--- config.mk ---
export PLATFORM = sky130hd
export DESIGN_NAME = alarm_annunciator
export DESIGN_NICKNAME = d
export VERILOG_FILES = /design/src/rtl/alarm_pkg.sv /design/src/rtl/sync_edge.sv /design/src/rtl/alarm_annunciator.sv
export SDC_FILE = /design/constraint.sdc
export NUM_CORES = 1
export LEC_CHECK = 0
export ABC_AREA = 1
export BUFFER_PORTS_ARGS = -buffer_cell sky130_fd_sc_hd__buf_2
export CELL_PAD_IN_SITES_DETAIL_PLACEMENT = 0
export CELL_PAD_IN_SITES_GLOBAL_PLACEMENT = 1
export CORE_ASPECT_RATIO = 0.9
export CORE_MARGIN = 2
export CORE_UTILIZATION = 39
export DETAILED_ROUTE_END_ITERATION = 8
export PLACE_DENSITY_LB_ADDON = 0.1
export SYNTH_ARGS = -nofsm -noshare
export SYNTH_HDL_FRONTEND = slang
export SYNTH_SLANG_ARGS = --single-unit
--- constraint.sdc ---
create_clock -name clk -period 1.6 [get_ports clk]
set_input_delay 0.08 -clock clk [delete_from_list [all_inputs] [get_ports clk]]
set_output_delay 0.08 -clock clk [all_outputs]
set_load 0.1 [all_outputs]
--- src/rtl/alarm_pkg.sv ---
// Shared types and widths for the alarm annunciator.
package alarm_pkg;

  localparam int unsigned STATE_W   = 2;
  localparam int unsigned SIL_CNT_W = 8;

  typedef enum logic [STATE_W-1:0] {
    ST_IDLE     = 2'd0,
    ST_ALARM    = 2'd1,
    ST_SILENCED = 2'd2,
    ST_UNUSED   = 2'd3
  } state_t;

endpackage

--- src/rtl/sync_edge.sv ---
// Two-flop synchronizer plus rising-edge detector for asynchronous push-buttons.
//  clk      in  system clock
//  rst      in  synchronous, active-low reset
//  din      in  asynchronous level input
//  pulse_c  out one-cycle pulse on each synchronized rising edge
module sync_edge (
  input  logic clk,
  input  logic rst,
  input  logic din,
  output logic pulse_c
);

  logic sync_q1;
  logic sync_q2;
  logic prev_q;

  // Synchronizer chain and previous-value register for edge detection.
  always_ff @(posedge clk) begin
    if (!rst) begin
      sync_q1 <= 1'b0;
      sync_q2 <= 1'b0;
      prev_q  <= 1'b0;
    end else begin
      sync_q1 <= din;
      sync_q2 <= sync_q1;
      prev_q  <= sync_q2;
    end
  end

  assign pulse_c = sync_q2 & ~prev_q;

endmodule

--- src/rtl/alarm_annunciator.sv ---
// Operator signalling for alarm levels: latched causes, blinking lamps, buzzer
// pattern, and timed buzzer silencing via the ack push-button.
//  clk          in  system clock
//  rst          in  synchronous, active-low reset
//  alarm_smoke  in  smoke alarm level (synchronous)
//  alarm_curr   in  overcurrent alarm level (synchronous)
//  ack          in  operator push-button (asynchronous, active-high)
//  buzzer       out buzzer drive
//  led_ok       out system-normal lamp
//  led_smoke    out smoke lamp
//  led_curr     out overcurrent lamp
//  silenced     out high while buzzer is silenced
//  state_o      out current state code (debug)
module alarm_annunciator
  import alarm_pkg::*;
#(
  parameter int unsigned BLINK_DIV     = 25_000_000,
  parameter int unsigned SILENCE_TICKS = 60
) (
  input  logic               clk,
  input  logic               rst,
  input  logic               alarm_smoke,
  input  logic               alarm_curr,
  input  logic               ack,
  output logic               buzzer,
  output logic               led_ok,
  output logic               led_smoke,
  output logic               led_curr,
  output logic               silenced,
  output logic [STATE_W-1:0] state_o
);

  localparam int unsigned PRE_W = $clog2(BLINK_DIV);

  logic [PRE_W-1:0]     pre_cnt;
  logic                 phase;
  logic                 tick_c;
  logic                 ack_pulse_c;
  logic                 flag_smoke;
  logic                 flag_curr;
  logic                 new_flag_c;
  logic                 inputs_low_c;
  state_t               state;
  state_t               state_next;
  logic [SIL_CNT_W-1:0] sil_cnt;
  logic [SIL_CNT_W-1:0] sil_cnt_next;

  sync_edge u_ack_sync (
    .clk     (clk),
    .rst     (rst),
    .din     (ack),
    .pulse_c (ack_pulse_c)
  );

  // Blink prescaler: free-running, phase flips once per half-period.
  assign tick_c = (pre_cnt == PRE_W'(BLINK_DIV - 1));

  always_ff @(posedge clk) begin
    if (!rst) begin
      pre_cnt <= '0;
      phase   <= 1'b0;
    end else if (tick_c) begin
      pre_cnt <= '0;
      phase   <= ~phase;
    end else begin
      pre_cnt <= pre_cnt + PRE_W'(1);
    end
  end

  // Cause latches: a high input always wins over an ack clear.
  always_ff @(posedge clk) begin
    if (!rst) begin
      flag_smoke <= 1'b0;
      flag_curr  <= 1'b0;
    end else begin
      flag_smoke <= alarm_smoke | (flag_smoke & ~ack_pulse_c);
      flag_curr  <= alarm_curr  | (flag_curr  & ~ack_pulse_c);
    end
  end

  // A flag that is about to go 0 -> 1 this edge.
  assign new_flag_c   = (alarm_smoke & ~flag_smoke) | (alarm_curr & ~flag_curr);
  assign inputs_low_c = ~alarm_smoke & ~alarm_curr;

  // State and silence-counter registers.
  always_ff @(posedge clk) begin
    if (!rst) begin
      state   <= ST_IDLE;
      sil_cnt <= '0;
    end else begin
      state   <= state_next;
      sil_cnt <= sil_cnt_next;
    end
  end

  // Next-state, silence counter and output decode.
  always_comb begin
    state_next   = state;
    sil_cnt_next = sil_cnt;
    buzzer       = 1'b0;
    led_ok       = 1'b0;
    led_smoke    = 1'b0;
    led_curr     = 1'b0;
    silenced     = 1'b0;

    case (state)
      ST_IDLE: begin
        led_ok = 1'b1;
        if (flag_smoke || flag_curr) begin
          state_next = ST_ALARM;
        end
      end

      ST_ALARM: begin
        led_smoke = flag_smoke & phase;
        led_curr  = flag_curr & phase;
        buzzer    = flag_curr | phase;
        // A cause arriving together with the ack keeps the alarm sounding.
        if (ack_pulse_c && !new_flag_c) begin
          if (inputs_low_c) begin
            state_next = ST_IDLE;
          end else begin
            state_next   = ST_SILENCED;
            sil_cnt_next = SIL_CNT_W'(SILENCE_TICKS);
          end
        end
      end

      ST_SILENCED: begin
        led_smoke = flag_smoke;
        led_curr  = flag_curr;
        silenced  = 1'b1;
        if (new_flag_c) begin
          state_next   = ST_ALARM;
          sil_cnt_next = '0;
        end else if (ack_pulse_c && inputs_low_c) begin
          state_next   = ST_IDLE;
          sil_cnt_next = '0;
        end else if (tick_c) begin
          // Saturating countdown; the last tick ends the silence window.
          if (sil_cnt <= SIL_CNT_W'(1)) begin
            sil_cnt_next = '0;
            state_next   = (flag_smoke || flag_curr) ? ST_ALARM : ST_IDLE;
          end else begin
            sil_cnt_next = sil_cnt - SIL_CNT_W'(1);
          end
        end
      end

      default: begin
        state_next   = ST_IDLE;
        sil_cnt_next = '0;
      end
    endcase
  end

  assign state_o = state;

endmodule

# After elaboration in Yosys (flattened, before gate mapping)
# Index checks and enable logic that the tools add are counted.
[word_totals]
inputBits = 5
register_bits = 41
out_inout_bits = 7
elab_cells = 70
[op_classes]
n_bitwise = 21
mux = 21
eq_ne = 8
n_addsub = 2
n_lt_le_gt_ge = 1
reduce_logical = 8
[op_table]
columns = ["operator", "count"]
rows = [
  ["$mux W8", 6],
  ["$add A25 B1 Y25 const B", 1],
  ["$eq A25 B25 Y1 const B", 1],
  ["$pmux W8 S3", 1],
  ["$mux W2", 7],
  ["$not A1 Y1", 9],
  ["$and A1 B1 Y1", 8],
  ["$le A8 B1 Y1 const B", 1],
  ["$ne A4 B4 Y1 const B", 2],
  ["$reduce_and A4 Y1", 2],
  ["$sub A8 B1 Y8 const B", 1],
  ["$ne A2 B2 Y1 const B", 3],
  ["$pmux W2 S3", 1],
  ["$mux W1", 4],
  ["$or A1 B1 Y1", 4],
  ["$pmux W1 S2", 2],
  ["$eq A2 B1 Y1 const B", 1],
  ["$eq A2 B2 Y1 const B", 1],
  ["$logic_and A1 B1 Y1", 2],
  ["$logic_not A2 Y1", 1],
  ["$reduce_or A2 Y1", 1],
  ["$logic_not A1 Y1", 1],
  ["$logic_or A1 B1 Y1", 1],
]

# Logic depth before layout (Yosys ltp)
# Gate-level depths: netlist (run 1).
[depth]
depth_word = 7
ltp_mapped = 12
mapped_depth_nobuf = 12

# Cells and area by module
# From an unflattened synthesis (run 1), not the netlist that was laid out.
[unflattened]
cells_unflattened = 328
area_unflattened_um2 = 2270.9
[by_module_without_submodules]
columns = ["mod", "n_inst", "seq_area_each_um2", "area_each_um2", "cells_per_inst"]
rows = [
  ["alarm_annunciator", 1, 760.7, 2178.3, 317],
  ["sync_edge", 1, 60.1, 92.6, 11],
]

# Least setup slack after synthesis (run 1)
# No wires, ideal clock.
[synth_timing]
path_kind = "reg-to-output"
startpoint = "register state[1] (netlist: state_o[1])"
endpoint = "output port led_curr"
path_slack_ns = -2.667
t_required_ns = 1.520
path_stages_with_launch = 4
t_arrival_ns = 4.187
path_buffers = 0
path_cell_list = "dfxtp_1 > ha_1 > a21oi_1 > nor3_1"
[synth_between]
elab_chain_len = 2
word_cells_on_any_way = 3
classes_between = "eq/ne (2); mux (1)"
[synth_rtl]
columns = ["item", "line_no", "rtl"]
rows = [
  ["from (decl)", "alarm_annunciator.sv:43", "state_t state;"],
  ["from (signal assigned)", "alarm_annunciator.sv:91", "state <= state_next;"],
  ["$eq A2 B2 Y1 / $eq A2 B1 Y1 (equally long branches)", "alarm_annunciator.sv:106", "case (state)"],
  ["$pmux W1 S2 *", "alarm_annunciator.sv:106", ""],
  ["to (decl)", "alarm_annunciator.sv:28", "output logic led_curr,"],
]
# Mark *: on every way between the ends. The rest lies on a longest branch, timed or not.

# Worst setup path after layout (run 1)
[layout_timing]
startpoint = "register state[0] (netlist: state_o[0])"
endpoint = "output port led_smoke"
[layout_between]
elab_chain_len = 2
word_cells_on_any_way = 3
classes_between = "eq/ne (2); mux (1)"
[layout_rtl]
columns = ["item", "line_no", "rtl"]
rows = [
  ["$eq A2 B2 Y1 / $eq A2 B1 Y1 (equally long branches)", "alarm_annunciator.sv:106", ""],
  ["$pmux W1 S2 *", "alarm_annunciator.sv:106", ""],
  ["to (decl)", "alarm_annunciator.sv:27", "output logic led_smoke,"],
]
# Marks and branches as above.

==> results.md, run 1 <==
- Critical Path Start Type: flip-flop
- Final #Nets: roughly 400
- DR DRC count: 0
- Die Ht: 76.77 um
- Crit end category: output pin
- PortBufs: 11
- Worst-path maximum fanout: 4
- Max-slew headroom: 0.6789
- PD cells: 1444 mW/mm^2
- Antenna Cells: 0
- Final hold violations: 0
- Core Region: 0.005693 mm^2
- R2R setup slack: roughly 0.02 ns
- Final Cycle Share: 1.001
- Cell taking the most area after synthesis: dfxtp_1
- GPL Wtd Cong: 0.8422
- CTS clock-pin slew for the worst setup and hold paths: 0.09 ns
- Final WL: 5458 um
- Status: finished, violations left
- Total track usage: 0.1760
- Filler cells: 574
- CTS tree: done
- Site Rows: 26
- Synth Area in XOR/XNOR: 0.06107
- Die Wd: 84.86 um
- Routed WL per cell: 11.64 um
- Final HPWL from detailed placement: 3962 um
- Area growth, synth to finish: 37.46%
- Fmax achieved: 624.4 MHz
- Setup ws final: -0.001515 ns
- IO Pins: 12
- Number of global-route vias before repair: between 2000 and 2500
- Slew @ Worst Pin: 0.4850 ns
- Clock sink count: 41
- Largest net degree at the start of global routing: 17
- Skew final: 0.01225 ns
- R2R Path End: pre_cnt[17]
- Syn Area/Cell: 6.729 um^2
- GRT Residual Overflow: 0
- Highest-count cells in the layout ignoring fill and taps: nand2_1, nor2_1, inv_1, buf_4, dfxtp_1
- Worst-skew pair later-pin latency: 0.31 ns
- Max-cap violations: 0
- Reg2reg path depth: 10
- Area after DPL: 0.002835 mm^2
- TritonRoute pass-1 iters: 5
- Finished Layout Cells: around 470
- Pleak: 1.354 nW
- DP Cell Count: 451
- Post-synthesis adder-cell area fraction: 0.03817
- Main combinational cell family by area after synthesis: simple AND/OR/NAND/NOR gates
- Synth area leaders: dfxtp_1, nand2_1, nor2_1, inv_1, ha_1
- Worst vdd ir: 0.001384 V
- Seq/Total Area, Yosys: 0.3577
- Crit path required time: 1.52 ns
- Setup CP Type: flip-flop to output pin
- Synth Net Count: 353
- Htree depth: 2
- Setup-failing EPs final: 1
- Initial antenna violation count: 0
- Commonest non-fill, non-tap cell in the layout: nand2_1
- Final ANT Viol Nets: 0
- Final Instance Area: 0.003154 mm^2
- Yosys Warn Count: 0
- Fraction of layout cells with a size suffix above 1: 0.2782
- Min-delay src: alarm_curr
- WHS Path Cells: 3
- Hold Path Sink: flag_curr
- Synth Area in Compound Gates: 0.04417
- Yosys reg bits: 41
- Post-synth top area share: 0.3577
- Post-synthesis simple-gate area fraction: 0.4057
- Syn Std Cell Area: 0.002295 mm^2
- Worst Hold Class: input port to flip-flop
- Cells after Synth: roughly 340
- Post-route minimum period: 1.602 ns
- RSZ-0062 raised after global routing: yes
- Root Driver: clkbuf_8
- Max Root-Sink Buffers: 2
- Vias per inst: between 4 and 5
- Initial core utilization: 0.4031
- Final Max Slew Viols: 0
- Via count: 2184
- Die ar.: 0.006514 mm^2
- First-pass GRT wire length: a little over 9000 um
- Netlist cell types: 27
- First DRT Iteration DRCs: 60
- Failing checks: setup timing
- Reg-to-reg startpoint: pre_cnt[0]
- Mux contribution to synthesized area: 0
- CP arrival: about 1.5 ns
- CTS Buf Count: 5
-- cell usage after synthesis (all sizes together) --
cell type,n
nand2,82
inv,50
a31oi,1
xnor2,6
nor3b,7
nor3,8
or2,1
nor2,78
o21bai,1
o21ai,1
ha,7
dfxtp,41
a21oi,15
xor2,10
o21a,1
nand3,15
nand4,13
buf,4
-- where the power goes --
part	switching (mW)	internal (mW)	total [mW]
clock network	0.384	0.353	0.737
registers	0.117	1.16	1.27
logic	1.63	0.912	2.54
total	2.13	2.42	4.55
-- state kept, by name, summed over array words and instances (netlist names) --
name and flops:
pre_cnt 25, sil_cnt 8, state_o 2, flag_curr 1, flag_smoke 1, phase 1, u_ack_sync.prev_q 1, u_ack_sync.sync_q1 1
u_ack_sync.sync_q2 1
-- logic make-up (layout without fill, tap and decap cells) --
group	Yosys count	in the layout
AND/OR/NAND/NOR	204	205
flip-flops	41	41
XOR/XNOR	16	16
AO/OA/AOI/OAI	19	19
buffers and inverters	54	111
adder cells (fa/ha/maj)	7	7
-- cell type report --
class	instances	area, um^2	area share
Tap cell	70	87.58	0.02777
Inverter	50	196.4	0.06228
Clock buffer	8	90.09	0.02856
Timing Repair Buffer	53	473.0	0.1499
Multi-Input combinational cell	247	1475	0.4677
Sequential cell	41	832.0	0.2638
-- how the worst max path moves through the flow --
| stage | from | to | slack [ns] | cells past startpoint |
|---|---|---|---|---|
| 6_report | state_o[0] | led_smoke | -0.002 | 5 |
| 4_1_cts | state_o[0] | led_smoke | -0.02 | 5 |
| 5_1_grt | pre_cnt[0] | sil_cnt[4] | -0.13 | 11 |
| 2_1_floorplan | state_o[0] | led_curr | -0.36 | 4 |
| 3_5_place_dp | pre_cnt[0] | sil_cnt[4] | -0.03 | 10 |
| 3_3_place_gp | pre_cnt[0] | sil_cnt[3] | 0.02 | 10 |
-- worst max-delay path: stages (launching register included) --
cell and delay, ns:
dfxtp_4 0.38, inv_4 0.05, ha_4 0.27, clkinvlp_4 0.13, nor3_4 0.17, buf_12 0.20
-- through the flow --
| step | power [mW] | setup slack [ns] | utilization | hold slack, ns | TNS [ns] |
|---|---|---|---|---|---|
| final | 4.555 | -0.001515 | 0.5541 | 0.01969 | -0.001515 |
| after detailed placement | 3.545 | -0.03043 | 0.4980 | 0.2644 | -0.1566 |
| after floorplan | 3.123 | -0.3641 | - | 0.1776 | -1.671 |
| after global placement | 3.543 | 0.01896 | 0.4980 | 0.2597 | 0 |
| after global routing | 4.903 | -0.1265 | 0.5541 | 0.03525 | -2.045 |
| after CTS | 4.483 | -0.01880 | 0.5284 | 0.01827 | -0.03187 |
-- per-layer routing --
layer  track usage  part of all wire  up-vias  wire length [um]
met4       0.05238            0.0073        0                40
li1              -                 -     1180                 -
met2        0.2591              0.41       17              2234
met3       0.03014             0.029        4               157
met1        0.2618              0.55      983              3026
met5             0                 0        -                 0
-- timing repair --
action,4_1_cts,5_1_grt
gates resized for setup,5,25
buffers inserted,4,3
endpoints found under the setup margin,14,32
endpoints found under the hold margin,1,0
pin swaps,5,10
gates cloned,1,1
hold buffers,1,0
(Power assumes the default switching activity.)
==> run 2: changes to the inputs <==
--- a/config.mk
+++ b/config.mk
@@ -11,7 +11,7 @@
 export CELL_PAD_IN_SITES_GLOBAL_PLACEMENT = 1
 export CORE_ASPECT_RATIO = 0.9
 export CORE_MARGIN = 2
-export CORE_UTILIZATION = 39
+export CORE_UTILIZATION = 41
 export DETAILED_ROUTE_END_ITERATION = 8
 export PLACE_DENSITY_LB_ADDON = 0.1
 export SYNTH_ARGS = -nofsm -noshare
==> constraint.sdc (replaced) <==
create_clock -name clk -period 1.7 [get_ports clk]
set_input_delay 0.085 -clock clk [delete_from_list [all_inputs] [get_ports clk]]
set_output_delay 0.085 -clock clk [all_outputs]
set_load 0.1 [all_outputs]
==> results.md, run 2 (synthesis results as in run 1) <==
- Number of flip-flops in the largest register: 25
- Max Root-Sink Buffers: 2
- Die ar.: 0.006212 mm^2
- Max-slew headroom: 0.6794
- Initial core utilization: 0.4315
- Largest net degree at the start of global routing: 26
- Die Ht: 74.97 um
- Final hold violations: 0
- Setup ws final: 0.08932 ns
- Routed WL per cell: ~11 um
- GPL Wtd Cong: a little under 0.8
- Core Region: 0.005318 mm^2
- Status: complete, no violations
- Crit end category: output pin
- Via count: 2110
- Worst path bufs/invs: 3
- TritonRoute pass-1 iters: 4
- R2R setup slack: about 0.12 ns
- Number of global-route vias before repair: 1852
- PortBufs: 11
- Initial antenna violation count: 0
- Area growth, synth to finish: 25.63%
- Fraction of layout cells with a size suffix above 1: 0.2164
- Antenna Cells: 0
- CP cell instances: inv_4 > ha_4 > clkinvlp_4 > nor3_4 > buf_12
- Hold Slack: 0.04243 ns
- Site Rows: 25
- Vias per inst: approximately 4.7
- Worst vdd ir: 0.0009505 V
- Pleak: 1.222 nW
- Crit path required time: 1.62 ns
- CP arrival: 1.53 ns
- CTS tree: done
- DP Worst Slack: 0.06668 ns
- Final #Nets: slightly below 400
- Final ANT Viol Nets: 0
- Final HPWL from detailed placement: 3795 um
- DP Cell Count: 431
- Worst-path maximum fanout: 4
- Fmax achieved: 620.9 MHz
- Highest-count cells in the layout ignoring fill and taps: nand2_1, nor2_1, inv_1, dfxtp_1, buf_4
- Root Driver: clkbuf_8
- CTS Buf Count: 5
- Worst-skew pair later-pin latency: 0.29 ns
- Max-cap violations: 0
- First DRT Iteration DRCs: approximately 110
- Setup CP Type: flip-flop to output pin
- DR DRC count: 0
- CP max stage cell: dfxtp_4
- Worst Hold Class: input port to flip-flop
- Die Wd: 82.86 um
- Clock sink count: just over 40
- RSZ-0062 raised after global routing: yes
- IO Pins: 12
- Slowest stage delay, CP: 0.38 ns
- Biggest register: pre_cnt
- Skew final: 0.004416 ns
- Critical Path Start Type: flip-flop
- CTS clock-pin slew for the worst setup and hold paths: about 0.080 ns
- Finished Layout Cells: 446
- Htree depth: 2
- Post-route minimum period: roughly 1.6 ns
- Final WL: 5085 um
- Power, Total: 4.069 mW
- Final Instance Area: approximately 0.0029 mm^2
- Commonest non-fill, non-tap cell in the layout: nand2_1
- Final Cycle Share: 0.9475
- Final Max Slew Viols: 0
- GRT Residual Overflow: 0
- Setup-failing EPs final: 0
- Area after DPL: 0.002689 mm^2
- PD cells: 1412 mW/mm^2
- First-pass GRT wire length: 8397 um
- Kind of cell adding the most delay to the critical path: flip-flops
- Total track usage: 0.1672
- Slew @ Worst Pin: between 0.4 and 0.5 ns
run 2: cell types whose count changed in the layout (fill, tap and decap cells not counted), moves of 2 or more:
cell and change:
clkinv_2 +2, buf_4 -17, nand2_2 -2, buf_12 -2
nand2_1 +4, nor2_1 +2
run 2: power breakdown:
part           leakage, nW  internal (mW)  switching (mW)  total, mW
logic                0.841          0.751            1.49       2.24
clock network       0.0450          0.285           0.343      0.628
registers            0.336           1.09           0.107       1.20
run 2: path summary, 6_finish.rpt:
| kind | from | end | depth (start not counted) |
|---|---|---|---|
| max | state_o[0] | led_smoke | 5 |
| min reg2reg | pre_cnt[0] | pre_cnt[0] | 1 |
| min | alarm_smoke | flag_smoke | 3 |
| max reg2reg | pre_cnt[0] | sil_cnt[6] | 11 |
run 2: metrics by stage:
| step | TNS (ns) | util |
|---|---|---|
| floorplan | -0.7514 | - |
| global placement | 0 | 0.5056 |
| detailed placement | 0 | 0.5056 |
| CTS | 0 | 0.5245 |
| global route | -0.1133 | 0.5421 |
| finish | 0 | 0.5421 |
run 2: area by class of cell:
cell class	count	area (um^2)
clock buffer	6	72.57
clock inverter	2	10.01
fill	549	2435
inverter	50	196.4
multi-input combinational	247	1409
sequential	41	830.8
tap	67	83.83
timing repair buffer	33	280.3
run 2: repair_timing:
action	4_1_cts	5_1_grt
setup endpoints to repair	2	19
resized for setup	0	15
hold buffers	1	0
buffers inserted	1	4
cloned	0	1
hold endpoints to repair	1	0
pin swaps	1	6
run 2: worst min-delay path, cell delays in order:
cell     delay (ns)
buf_2          0.10
a21oi_1        0.04
nor2_1         0.08
run 2: metal layers:
layer | GRT usage | vias up | part of all wire
met1 | 0.2451 | 925 | 0.53
met3 | 0.03180 | 7 | 0.039
met2 | 0.2491 | 38 | 0.42
met4 | 0.05464 | 0 | 0.013
met5 | 0 | - | 0
li1 | - | 1140 | -
==> run 3: changes to the inputs <==
--- a/config.mk
+++ b/config.mk
@@ -13,6 +13,7 @@
 export CORE_MARGIN = 2
 export CORE_UTILIZATION = 41
 export DETAILED_ROUTE_END_ITERATION = 8
+export MAX_ROUTING_LAYER = met4
 export PLACE_DENSITY_LB_ADDON = 0.1
 export SYNTH_ARGS = -nofsm -noshare
 export SYNTH_HDL_FRONTEND = slang
==> constraint.sdc (replaced) <==
create_clock -name clk -period 1.57 [get_ports clk]
set_input_delay 0.0785 -clock clk [delete_from_list [all_inputs] [get_ports clk]]
set_output_delay 0.0785 -clock clk [all_outputs]
set_load 0.1 [all_outputs]
==> results.md, run 3 (synthesis results as in run 1) <==
- Post-route minimum period: 1.595 ns
- Final HPWL from detailed placement: 3888 um
- GPL Wtd Cong: 0.8523
- Initial core utilization: 0.4315
- Slowest stage delay, CP: 0.38 ns
- CP arrival: 1.52 ns
- Die Ht: roughly 75 um
- Skew final: 0.007674 ns
- Largest net degree at the start of global routing: 15
- Max-slew headroom: 0.6774
- Setup-failing EPs final: 2
- CTS Buf Count: 5
- Worst-skew pair later-pin latency: 0.29 ns
- Final Util: 0.6014
- Reg-to-reg startpoint: pre_cnt[1]
- R2R setup slack: 0.02 ns
- Setup CP Type: flip-flop to output pin
- Htree depth: 2
- Worst Hold Class: input port to flip-flop
- Setup ws final: -0.02486 ns
- Final Cycle Share: 1.016
- Reg2reg path depth: 10
- R2R Path End: sil_cnt[2]
- Fraction of layout cells with a size suffix above 1: 0.3077
- Worst-path maximum fanout: 4
- Die Wd: between 80 and 90 um
- Critical Path Start Type: flip-flop
- Core Region: between 0.005 and 0.006 mm^2
- First-pass GRT wire length: about 9100 um
- Final ANT Viol Nets: 0
- Highest-count cells in the layout ignoring fill and taps: nand2_1, nor2_1, inv_1, buf_4, dfxtp_1
- Initial antenna violation count: 0
- Biggest register: pre_cnt
- GRT Residual Overflow: 0
- WHS Path Cells: 3
- Hold Slack: roughly 0.03 ns
- Crit path required time: 1.49 ns
- Number of flip-flops in the largest register: 25
- First DRT Iteration DRCs: 84
- Failing checks: setup timing
- CP cell instances: inv_4 > ha_4 > clkinvlp_4 > nor3_4 > buf_12
- Antenna Cells: 0
- Min-delay src: alarm_curr
- Routed WL per cell: 11.71 um
- Power, Total: about 4.7 mW
- Max-cap violations: 0
- Vias per inst: approximately 4.7
- CTS clock-pin slew for the worst setup and hold paths: 0.09 ns
- PD cells: 1478 mW/mm^2
- Via count: 2207
- Crit end category: output pin
- RSZ-0062 raised after global routing: yes
- Status: finished, violations left
- Clock sink count: 41
- PortBufs: 11
- Root Driver: clkbuf_8
- Slew @ Worst Pin: 0.4873 ns
- Filler cells: 525
- CP max stage cell: dfxtp_4
- Area growth, synth to finish: 39.37%
- Number of global-route vias before repair: 1961
- Hold Path Sink: flag_curr
- Fmax achieved: between 600 and 700 MHz
- IO Pins: 12
- Setup TNS Final: -0.04317 ns
- TritonRoute pass-1 iters: 4
- Final hold violations: 0
- Commonest non-fill, non-tap cell in the layout: nand2_1
- Worst vdd ir: 0.001068 V
- Final WL: 5503 um
- Final #Nets: 414
- Max Root-Sink Buffers: 2
- DP Worst Slack: -0.05655 ns
- CTS tree: done
- Pleak: 1.377 nW
- Total track usage: 0.1872
- Die ar.: about 0.0062 mm^2
- Final Max Slew Viols: 0
- DR DRC count: 0
- Sequential cell area: roughly 830 um^2
- Site Rows: 25
- Area occupied by multi-input gates: roughly 0.0015 mm^2
-- run 3: timing repair --
| item | CTS | global route |
|---|---|---|
| setup endpoints to repair | 14 | 40 |
| buffers inserted | 5 | 7 |
| hold buffers | 1 | 0 |
| cloned | 1 | 0 |
| pin swaps | 5 | 14 |
| resized for setup | 7 | 32 |
| endpoints found under the hold margin | 1 | 0 |
-- run 3: where the power goes --
part / internal [mW] / switching [mW]
sequential: 1.18 / 0.114
combinational: 0.968 / 1.69
clock: 0.398 / 0.380
total: 2.55 / 2.18
-- run 3: worst max-delay path by stage --
stage | from | to
after floorplan | state_o[0] | led_curr
after global placement | pre_cnt[0] | sil_cnt[3]
after detailed placement | pre_cnt[0] | sil_cnt[3]
after CTS | state_o[0] | led_smoke
after global routing | state_o[0] | led_smoke
final | state_o[0] | led_smoke
-- run 3: worst max-delay path: cells and delay by family, from the launching register on --
family,cells,cell delay [ns]
buffers and inverters,3,0.39
DFF,1,0.38
adders and majority gates,1,0.27
and+or+nand+nor,1,0.18
-- run 3: metrics by stage --
stage,area (um^2),instances
finish,3198,470
CTS,3015,463
detailed placement,2831,448
floorplan,2401,341
global route,3198,470
global placement,2831,448
-- run 3: final cells by class --
| cell class | count | share of cell area |
|---|---|---|
| sequential | 41 | 0.2610 |
| clock buffer | 7 | 0.03013 |
| inverter | 50 | 0.06260 |
| multi-input combinational | 247 | 0.4671 |
| clock inverter | 1 | 0.001565 |
| timing repair buffer | 57 | 0.1514 |
| tap | 67 | 0.02621 |
-- run 3: per-layer routing --
layer / part of all wire / vias up / wire length [um] / track usage
met5: 0 / - / 0 / -
met4: 0.0080 / 0 / 44 / 0.04372
met3: 0.017 / 4 / 94 / 0.03289
met2: 0.43 / 19 / 2380 / 0.2778
met1: 0.54 / 1001 / 2985 / 0.2668
li1: - / 1183 / - / -
